$ cat config.mk
export PLATFORM = sky130hd
export DESIGN_NAME = hazard_ctrl
export DESIGN_NICKNAME = d
export VERILOG_FILES = /design/src/rtl/hazard_ctrl.sv
export SDC_FILE = /design/constraint.sdc
export NUM_CORES = 1
export LEC_CHECK = 0
export ABC_AREA = 0
export CAP_MARGIN = 25
export CORE_MARGIN = 1
export CORE_UTILIZATION = 36
export CTS_CLUSTER_SIZE = 10
export DETAILED_ROUTE_END_ITERATION = 12
export SLEW_MARGIN = 20
export SYNTH_ARGS = -nofsm -noshare
export SYNTH_HDL_FRONTEND = slang
export SYNTH_SLANG_ARGS = --single-unit
$ cat constraint.sdc
create_clock -name clk -period 3.35 [get_ports clk]
set_clock_uncertainty 0.1 [all_clocks]
set_input_delay 0.67 -clock clk [delete_from_list [all_inputs] [get_ports clk]]
set_output_delay 0.67 -clock clk [all_outputs]
set_load 0.05 [all_outputs]
$ cat src/rtl/hazard_ctrl.sv
// Stall and forwarding control for the five-stage MIPS pipeline.
// Tracks destination register and remaining result latency for E, M and W.
module hazard_ctrl (
  input  logic       clk,
  input  logic       reset,
  input  logic       addu,
  input  logic       subu,
  input  logic       slt,
  input  logic       ori,
  input  logic       addi,
  input  logic       addiu,
  input  logic       lui,
  input  logic       lw,
  input  logic       sw,
  input  logic       beq,
  input  logic       j,
  input  logic       jal,
  input  logic       jr,
  input  logic [4:0] A1_ID,
  input  logic [4:0] A2_ID,
  input  logic [4:0] A3_ID,
  output logic       stall,
  output logic [1:0] fwd_rs_ID,
  output logic [1:0] fwd_rt_ID,
  output logic [1:0] fwd_rs_E,
  output logic [1:0] fwd_rt_E,
  output logic       fwd_rt_M
);

  logic [4:0] e_a1_q, e_a2_q, e_a3_q, m_a2_q, m_a3_q, w_a3_q;
  logic [4:0] e_a1_d, e_a2_d, e_a3_d, m_a2_d, m_a3_d, w_a3_d;
  logic [1:0] e_tnew_q, m_tnew_q, e_tnew_d, m_tnew_d;

  logic       alu_op, writes;
  logic       rs_used, rt_used;
  logic [1:0] rs_tuse, rt_tuse, id_tnew;
  logic [4:0] id_a3;

  assign alu_op = addu | subu | slt | ori | addi | addiu | lui;
  assign writes = alu_op | lw | jal;

  always_comb begin
    rs_used = 1'b0;
    rs_tuse = 2'd0;
    rt_used = 1'b0;
    rt_tuse = 2'd0;
    if (beq) begin
      rs_used = 1'b1;
      rt_used = 1'b1;
    end else if (jr) begin
      rs_used = 1'b1;
    end else if (addu | subu | slt) begin
      rs_used = 1'b1; rs_tuse = 2'd1;
      rt_used = 1'b1; rt_tuse = 2'd1;
    end else if (ori | addi | addiu | lw) begin
      rs_used = 1'b1; rs_tuse = 2'd1;
    end else if (sw) begin
      rs_used = 1'b1; rs_tuse = 2'd1;
      rt_used = 1'b1; rt_tuse = 2'd2;
    end else if (lui | j | jal) begin
      rs_used = 1'b0;
      rt_used = 1'b0;
    end
  end

  always_comb begin
    id_tnew = 2'd0;
    if (alu_op)  id_tnew = 2'd1;
    else if (lw) id_tnew = 2'd2;
  end

  // Non-writing classes never carry a destination into the pipeline.
  assign id_a3 = writes ? A3_ID : 5'd0;

  function automatic logic hit(input logic [4:0] rd, input logic used, input logic [1:0] tuse,
                               input logic [4:0] a3, input logic [1:0] tnew);
    return used && (rd != 5'd0) && (a3 == rd) && (tnew > tuse);
  endfunction

  assign stall = hit(A1_ID, rs_used, rs_tuse, e_a3_q, e_tnew_q) |
                 hit(A1_ID, rs_used, rs_tuse, m_a3_q, m_tnew_q) |
                 hit(A2_ID, rt_used, rt_tuse, e_a3_q, e_tnew_q) |
                 hit(A2_ID, rt_used, rt_tuse, m_a3_q, m_tnew_q);

  function automatic logic [1:0] sel_id(input logic [4:0] rd);
    if (rd == 5'd0)                             return 2'd0;
    else if (e_a3_q == rd && e_tnew_q == 2'd0) return 2'd3;
    else if (m_a3_q == rd && m_tnew_q == 2'd0) return 2'd2;
    else if (w_a3_q == rd)                      return 2'd1;
    else                                        return 2'd0;
  endfunction

  function automatic logic [1:0] sel_e(input logic [4:0] rd);
    if (rd == 5'd0)                             return 2'd0;
    else if (m_a3_q == rd && m_tnew_q == 2'd0) return 2'd2;
    else if (w_a3_q == rd)                      return 2'd1;
    else                                        return 2'd0;
  endfunction

  assign fwd_rs_ID = sel_id(A1_ID);
  assign fwd_rt_ID = sel_id(A2_ID);
  assign fwd_rs_E  = sel_e(e_a1_q);
  assign fwd_rt_E  = sel_e(e_a2_q);
  assign fwd_rt_M  = (m_a2_q != 5'd0) && (w_a3_q == m_a2_q);

  always_comb begin
    w_a3_d   = m_a3_q;
    m_a2_d   = e_a2_q;
    m_a3_d   = e_a3_q;
    m_tnew_d = (e_tnew_q == 2'd0) ? 2'd0 : e_tnew_q - 2'd1;
    e_a1_d   = A1_ID;
    e_a2_d   = A2_ID;
    e_a3_d   = id_a3;
    e_tnew_d = id_tnew;
    if (stall) begin
      e_a1_d   = 5'd0;
      e_a2_d   = 5'd0;
      e_a3_d   = 5'd0;
      e_tnew_d = 2'd0;
    end
  end

  always_ff @(posedge clk) begin
    if (reset) begin
      e_a1_q   <= 5'd0;
      e_a2_q   <= 5'd0;
      e_a3_q   <= 5'd0;
      e_tnew_q <= 2'd0;
      m_a2_q   <= 5'd0;
      m_a3_q   <= 5'd0;
      m_tnew_q <= 2'd0;
      w_a3_q   <= 5'd0;
    end else begin
      e_a1_q   <= e_a1_d;
      e_a2_q   <= e_a2_d;
      e_a3_q   <= e_a3_d;
      e_tnew_q <= e_tnew_d;
      m_a2_q   <= m_a2_d;
      m_a3_q   <= m_a3_d;
      m_tnew_q <= m_tnew_d;
      w_a3_q   <= w_a3_d;
    end
  end

endmodule
## Word-level counts from Yosys, hierarchy flattened

Index checks and enable logic that the tools add are counted.
Widths: inputs -> output; s select.

- Input bits: 30
- Output and inout bits: 10
- Flip-flop bits (word level): 34

- Magnitude comparators: 4
- Muxes and demuxes: 35
- $add $sub $neg: 1
- Reduce and logical (&&, ||, !) cells: 30
- Bitwise logic cells: 15
- Equality and inequality tests: 11

Operators with widths:

| operator | number |
|---|---|
| $eq 5x5->1 | 11 |
| $mux 2 | 16 |
| $logic_not 5->1 | 4 |
| $mux 1 | 19 |
| $logic_and 1x1->1 | 17 |
| $reduce_bool 5->1 | 3 |
| $or 1x1->1 | 14 |
| $gt 2x2->1 | 4 |
| $reduce_or 3->1 | 2 |
| $logic_not 2->1 | 2 |
| $reduce_or 2->1 | 2 |
| $sub 2x1->2 const B | 1 |
| $not 1->1 | 1 |

## Depth between registers and ports, before layout

Gate-level depths: netlist of the first run.

- Depth in word-level cells: 14
- Gate-level depth with buffers: 11
- Gate-level depth less buffers: 10

## Worst setup path before layout of the first run

OpenSTA, ideal clock, no wires.

- Kind: input -> output
- Start: input subu
- End: output stall
- Path buffers: 0
- Data arrival time: 2.881 ns
- Stages on the path: 10
- Setup slack: -0.301 ns
- Cell sequence: nor3_1 > nand2_1 > nor4_1 > nand2_1 > ha_1 > and2b_2 > o21ai_0 > or3_4 > a211oi_4 > or2_2

- Longest elaborated chain between the ends: 11
- Elaborated cells between the ends (all ways): 31
- Classes of those cells: order compare: 4; mux: 12; bitwise: 5; reduce/logical: 10

Ends and longest elaborated chain:

| element | RTL line | source |
|---|---|---|
| from (decl) | 7 | `input logic subu,` |
| $or 1x1->1 * (2 in series) | 52 | `end else if (addu \| subu \| slt) begin` |
| parallel branches: the longest is 8 deep, another holds $gt 2x2->1 | -- |  |
| $or 1x1->1 * | 82 | `hit(A2_ID, rt_used, rt_tuse, e_a3_q, e_tnew_q) \|` |
| to (decl) | 22 | `output logic stall,` |

Mark *: on every way between the ends.

## Final worst setup path of the first run

Same ends and word-level chain as after synthesis.

==> results of run 1 <==
==> path summary, 6_finish.rpt <==
kind	from	endpoint	slack (ns)
setup / recovery	subu	stall	-0.12
hold / removal	e_tnew_q[0]	m_tnew_q[0]	0.37
setup reg to reg	e_tnew_q[0]	e_a2_q[1]	1.28
hold reg to reg	e_tnew_q[0]	m_tnew_q[0]	0.37
==> through the flow <==
stage	power, mW	setup WS (ns)	std cells
2_1_floorplan	0.600	-0.190	228
3_3_place_gp	0.704	-0.619	339
3_5_place_dp	0.707	-0.621	339
4_1_cts	1.09	-0.112	349
5_1_grt	1.13	-0.289	349
6_report	1.08	-0.115	349
==> layout by cell type (no fill, tap or decap), drive strengths merged, types with 2 or more instances in the layout <==
cell / n
dfxtp: 34
nand2: 7
nor2: 12
or4: 2
nor2b: 15
nand2b: 5
nor4: 14
and3: 2
clkbuf: 5
buf: 31
nor4b: 10
clkinvlp: 2
o21ai: 3
ha: 5
a21boi: 2
nor3: 17
a32oi: 2
dlygate4sd2: 2
nand3: 5
a21oi: 7
inv: 5
nand4: 5
xor2: 29
xnor2: 23
clkdlybuf4s50: 24
==> layer usage <==
metal	part of all wire	track usage	vias to the layer above
met5	0	0	-
li1	-	-	888
met1	0.47	0.228	837
met4	0.013	0.0623	0
met2	0.49	0.323	38
met3	0.029	0.0393	8
==> state kept, by name, indices dropped and copies added (netlist names) <==
register  flops
e_a1_q        5
e_a2_q        5
e_a3_q        5
e_tnew_q      2
m_a2_q        5
m_a3_q        5
m_tnew_q      2
w_a3_q        5
==> final cells by class <==
class | count | share of cell area
flip-flops and latches | 34 | 0.245
clock buffers | 5 | 0.0248
multi-input cells | 174 | 0.468
well taps | 70 | 0.0316
repair buffers | 58 | 0.207
clock inverters | 3 | 0.0162
inverters | 5 | 0.00677
==> critical path, stage by stage <==
cell and delay (ns):
buf_6 0.10, nor3_4 0.19, nand2_2 0.09, nor4_2 0.13, nand2_1 0.12, ha_1 0.30
and2b_2 0.15, o21ai_2 0.05, or3_4 0.39, a211oi_4 0.22, or2_4 0.16, buf_12 0.13
==> report_power, final <==
part | leakage, nW | internal (mW) | switching (mW) | total [mW]
sequential | 0.281 | 0.425 | 0.0285 | 0.454
combinational | 0.745 | 0.126 | 0.120 | 0.246
clock | 0.0504 | 0.221 | 0.162 | 0.384
total | 1.08 | 0.772 | 0.311 | 1.08
==> timing repair <==
item                                   in CTS  in global routing
resized for setup                          35                  1
setup endpoints to repair                   1                  1
setup buffers                               2                  0
pin swaps                                   9                  2
gates cloned                                0                  0
endpoints found under the hold margin       0                  0
==> logic make-up after synthesis <==
family	share of synthesized area
compound gates	0.0653
xor+xnor	0.224
fa+ha+maj	0.0308
buf+inv	0.0474
flops	0.335
simple gates	0.297
==> summary.md, run 1 <==
| Metric | Value |
|---|---|
| Initial antenna violation count | 0 |
| Final critical-path share of the clock period | 1.03 |
| Filler Cells Inserted | 522 |
| Areal power density over the cells | 391 nW/um2 |
| Maximum buffer depth of the clock tree | 2 |
| Result of the run | complete, but fails checks |
| Worst setup path category | in2out |
| Avg WL per Cell | 14.9 um |
| Vias per Instance | 5.07 |
| Die ar. | 5950 um2 |
| Hold Crit Depth | 1 |
| Shortest clock period the worst path allows after layout | 3.47 ns |
| Async S/R FF share, synth | 0 |
| Hold violation count in the final report | 0 |
| Setup Total Neg Slack | -0.115 ns |
| Fmax | 289 MHz |
| Crit Path Max Fanout | 2 |
| List of most frequent post-synthesis cells | 34 x dfxtp_1, 29 x xor2_1, 23 x xnor2_1, 17 x nor3_1, 15 x nor2b_1 |
| Critical Path RT | 2.58 ns |
| Detail Route Antenna Nets | 0 |
| Sequential cell area | 681 um2 |
| Routed wire length | 5220 um |
| Layout overhead on the synthesized area | 36.5% |
| Final count of negative-setup-slack endpoints | 1 |
| Maximum number of pins on one net before global-route repair | 25 |
| Vias in the first global route | 1782 |
| Most used DFF post-synth | dfxtp_1 |
| Total I/O pin count | 40 |
| CTS Hold Bufs | 0 |
| Area used by multi-input combinational logic | 1300 um2 |
| Fin area | 2770 um2 |
| Slew margin rel. | 0.671 |
| Share of synthesized area occupied by flip-flops and latches | 0.335 |
| Sink Count | 34 |
| Number of enable-type register cells in the synthesized netlist | 0 |
| H-Tree Level Count | 2 |
| Setup repair after global routing missed its margin | true |
| Area of the mapped netlist | 2030 um2 |
| Share of the synthesized area in the top cell type | 0.335 |
| Number of design-rule violations left by the first detailed-router iteration | 67 |
| Leading post-synthesis cells by cell area | dfxtp_1 33%, xor2_1 13%, xnor2_1 9.9%, nor2b_1 4.6%, nor4_1 4.3% |
| Global-route wire length before repair | 8600 um |
| TritonCTS clock tree | yes |
| Tot GR Track Use | 0.187 |
| Number of nets produced by synthesis | 263 |
| Post-detailed-route DRC marker count | 0 |
| Row cnt | 26 |
| Worst R2R Path Depth | 8 |
| Final Slew Violations | 0 |
| Setup slack after layout | -0.115 ns |
| Initial Util | 0.386 |
| Number of buffers inserted during clock tree synthesis | 5 |
| Die W | 77.1 um |
| Total of flip-flops plus latches after synthesis | 34 |
| Die height | 77.1 um |
| Average instance area after synthesis | 8.91 um2 |
| Endpoint kind of the worst setup timing path | output port |
| Via count of the routed design | 1771 |
| Count of max-cap constraint violations | 0 |
| Most area-hungry cell type in the Yosys netlist | dfxtp_1 |
| Share of the core filled with cells | 0.526 |
| Violations in the final reports | setup timing |
| Count of warnings emitted by yosys | 0 |
| Clock insertion delay at the later pin of the skew report | 0.29 ns |
| Placeable core region | 5270 um2 |
| Iteration count of the initial detailed-routing pass | 4 |
| Ratio of cells with drive above 1 in the final layout | 0.197 |
| Library cells used by synthesis | 38 |
| Standard cell area after detailed placement | 2640 um2 |
| Leakage power figure | 1.08 nW |
| Root Driver | clkbuf_8 |
| Worst Hold Slack | 0.371 ns |
| Post-DP HPWL | 3970 um |
| Count of port buffers added during placement | 38 |
| Ant. Diodes | 0 |
| Largest vdd supply drop | 0.144 mV |
| Gate count of the mapped netlist | 228 |
| HP Class | reg2reg |
| Most frequent cell after synthesis | dfxtp_1 |
| Startpoint type of the worst setup path | primary input |
| Nets | 313 |
| Critical path data arrival time | 2.70 ns |
| Total grt overflow | 0 |
| Transition time at the pin with the least slew margin | 0.491 ns |
| Clock-pin slew reported for the worst setup and hold paths after clock tree synthesis | 0.07 ns |
| Final weighted congestion in routability-driven placement | 0.839 |
(Power assumes the default switching activity.)
==> run 2: changes to the inputs <==
--- a/config.mk
+++ b/config.mk
@@ -11,7 +11,6 @@
 export CORE_UTILIZATION = 36
 export CTS_CLUSTER_SIZE = 10
 export DETAILED_ROUTE_END_ITERATION = 12
-export SLEW_MARGIN = 20
 export SYNTH_ARGS = -nofsm -noshare
 export SYNTH_HDL_FRONTEND = slang
 export SYNTH_SLANG_ARGS = --single-unit
==> results of run 2 <==
Same layout as run 1: the final DEF is identical, and so are final timing and power.
==> run 3: changes to the inputs <==
--- a/config.mk
+++ b/config.mk
@@ -6,11 +6,13 @@
 export NUM_CORES = 1
 export LEC_CHECK = 0
 export ABC_AREA = 0
-export CAP_MARGIN = 25
+export CELL_PAD_IN_SITES_DETAIL_PLACEMENT = 0
+export CELL_PAD_IN_SITES_GLOBAL_PLACEMENT = 1
 export CORE_MARGIN = 1
-export CORE_UTILIZATION = 36
+export CORE_UTILIZATION = 35
 export CTS_CLUSTER_SIZE = 10
 export DETAILED_ROUTE_END_ITERATION = 12
+export PLACE_DENSITY_LB_ADDON = 0.1
 export SYNTH_ARGS = -nofsm -noshare
 export SYNTH_HDL_FRONTEND = slang
 export SYNTH_SLANG_ARGS = --single-unit
==> summary.md, run 3 (same netlist as run 1, synthesis figures left out) <==
| Metric | Value |
|---|---|
| Result of the run | complete, but fails checks |
| Violations in the final reports | setup timing |
| Share of the core filled with cells | 0.503 |
| Clock-pin slew reported for the worst setup and hold paths after clock tree synthesis | 0.07 ns |
| Die height | 78.2 um |
| Switching power share of the total | 0.292 |
| Die W | 78.2 um |
| Vias in the first global route | 1721 |
| Terminating pin of the worst hold path | m_tnew_q[0] |
| Setup repair after global routing missed its margin | true |
| Number of buffers inserted during clock tree synthesis | 5 |
| Topmost layer with routed signal wires | met4 |
| Final critical-path share of the clock period | 1.03 |
| Startpoint type of the worst setup path | primary input |
| Tot GR Track Use | 0.197 |
| Critical Path RT | 2.58 ns |
| Hold Crit Depth | 1 |
| TritonCTS clock tree | yes |
| Filler Cells Inserted | 544 |
| Critical path data arrival time | 2.70 ns |
| Reg-to-reg critical path endpoint | e_a1_q[4] |
| Final count of negative-setup-slack endpoints | 1 |
| Crit Path Max Fanout | 2 |
| Shortest clock period the worst path allows after layout | 3.47 ns |
| Areal power density over the cells | 364 nW/um2 |
| R2r startpoint | e_tnew_q[0] |
| Leakage power figure | 1.08 nW |
| Worst Hold Slack | 0.368 ns |
| Via count of the routed design | 1757 |
| Switching power of the nets | 0.297 mW |
| Largest vdd supply drop | 0.234 mV |
| Met3 wire length | 194 um |
| Sequential cell area | 681 um2 |
| Number of design-rule violations left by the first detailed-router iteration | 51 |
| Portion of total power attributed to combinational logic | 0.245 |
| H-Tree Level Count | 2 |
| Total grt overflow | 0 |
| Total I/O pin count | 40 |
| Int Pwr | 0.718 mW |
| Initial antenna violation count | 0 |
| Sink Count | 34 |
| Fmax | 288 MHz |
| Placeable core region | 5540 um2 |
| Avg WL per Cell | 15.4 um |
| Hold violation count in the final report | 0 |
| Nets | 315 |
| Iteration count of the initial detailed-routing pass | 4 |
| Count of max-cap constraint violations | 0 |
| Post-DP HPWL | 4110 um |
| Detail Route Antenna Nets | 0 |
| Post-Route M1 WL | 2730 um |
| Ratio of cells with drive above 1 in the final layout | 0.206 |
| Layout overhead on the synthesized area | 37.1% |
| Ant. Diodes | 0 |
| Setup slack after layout | -0.117 ns |
| Count of port buffers added during placement | 38 |
| Fin area | 2790 um2 |
| Relative contribution of sequential cells to total power | 0.447 |
| HP Class | reg2reg |
| Top library cells by usage in the layout, fill and taps aside | 34 x dfxtp_1, 29 x xor2_1, 24 x clkdlybuf4s50_1 |
| Worst setup path category | in2out |
| Post-place setup slack | -0.628 ns |
| Startpoint of the most critical hold path | e_tnew_q[0] |
| Final weighted congestion in routability-driven placement | 0.793 |
| Worst R2R Path Depth | 9 |
| Global-route wire length before repair | 9030 um |
| Die ar. | 6110 um2 |
| Slew margin rel. | 0.495 |
| Vias per Instance | 4.98 |
| Root Driver | clkbuf_8 |
| Row cnt | 27 |
| Initial Util | 0.367 |
| Most frequent standard cell in the layout excluding fill and tap cells | dfxtp_1 |
| Post-detailed-route DRC marker count | 0 |
| Clock insertion delay at the later pin of the skew report | 0.29 ns |
| Final Slew Violations | 0 |
| Maximum number of pins on one net before global-route repair | 21 |
| Endpoint kind of the worst setup timing path | output port |
| Detail Route met2 WL | 2440 um |
| Standard cell area after detailed placement | 2650 um2 |
| Transition time at the pin with the least slew margin | 0.755 ns |
| Part of the total power dissipated in the clock network | 0.308 |
| Maximum buffer depth of the clock tree | 2 |
| Routed wire length | 5420 um |
| Setup slack of the worst register-to-register path | 1.14 ns |
| Area used by multi-input combinational logic | 1320 um2 |
run 3: changes by cell type in the layout (fill, tap and decap cells not counted), sizes merged:
cell	change
clkbuf	+2
clkinvlp	-2
clkinv	+1
buf	+2
bufinv	-1
run 3: worst max path at each step:
| stage | startpoint | to | slack (ns) | cells after the start |
|---|---|---|---|---|
| after global routing | addiu | stall | -0.29 | 12 |
| after CTS | addiu | stall | -0.12 | 12 |
| after floorplan | slt | stall | -0.19 | 10 |
| final | subu | stall | -0.12 | 12 |
| after global placement | addi | stall | -0.57 | 12 |
| after detailed placement | addi | stall | -0.63 | 12 |
run 3: area by class of cell:
| cell class | count | area share |
|---|---|---|
| well taps | 72 | 0.0323 |
| inverters | 5 | 0.00674 |
| clock inverters | 1 | 0.00180 |
| repair buffers | 60 | 0.212 |
| multi-input cells | 174 | 0.472 |
| flip-flops and latches | 34 | 0.244 |
| clock buffers | 7 | 0.0310 |
run 3: worst max-delay path, stage by stage:
cell,delay [ns]
buf_6,0.09
nor3_4,0.19
nand2_2,0.09
nor4_2,0.14
nand2_1,0.15
ha_4,0.29
and2b_2,0.14
o21ai_2,0.05
or3_4,0.39
a211oi_4,0.21
or2_4,0.16
buf_12,0.12
run 3: layer usage:
| metal | up-vias | global-route usage |
|---|---|---|
| li1 | 896 | - |
| met5 | - | 0 |
| met4 | 0 | 0.0667 |
| met3 | 4 | 0.0407 |
| met1 | 820 | 0.278 |
| met2 | 37 | 0.296 |
run 3: what timing repair did:
action | CTS | global route
setup endpoints to repair | 1 | 3
resized for setup | 35 | 3
hold buffers | 0 | 0
pin swaps | 9 | 0
buffers inserted | 2 | 0
run 3: through the flow:
step / setup TNS (ns) / std cells / total power [mW]
after global routing: -0.290 / 353 / 1.08
after global placement: -2.95 / 343 / 0.711
after detailed placement: -3.89 / 343 / 0.711
after CTS: -0.123 / 353 / 1.02
after floorplan: -0.190 / 228 / 0.600
final: -0.117 / 353 / 1.01
run 3: power by group through the flow:
| stage | clock [mW] | sequential, mW | combinational [mW] |
|---|---|---|---|
| 5_1_grt | 0.352 | 0.457 | 0.273 |
| 6_report | 0.313 | 0.454 | 0.248 |
| 2_1_floorplan | 0 | 0.447 | 0.152 |
| 3_3_place_gp | 0 | 0.464 | 0.247 |
| 4_1_cts | 0.323 | 0.454 | 0.248 |
| 3_5_place_dp | 0 | 0.464 | 0.247 |
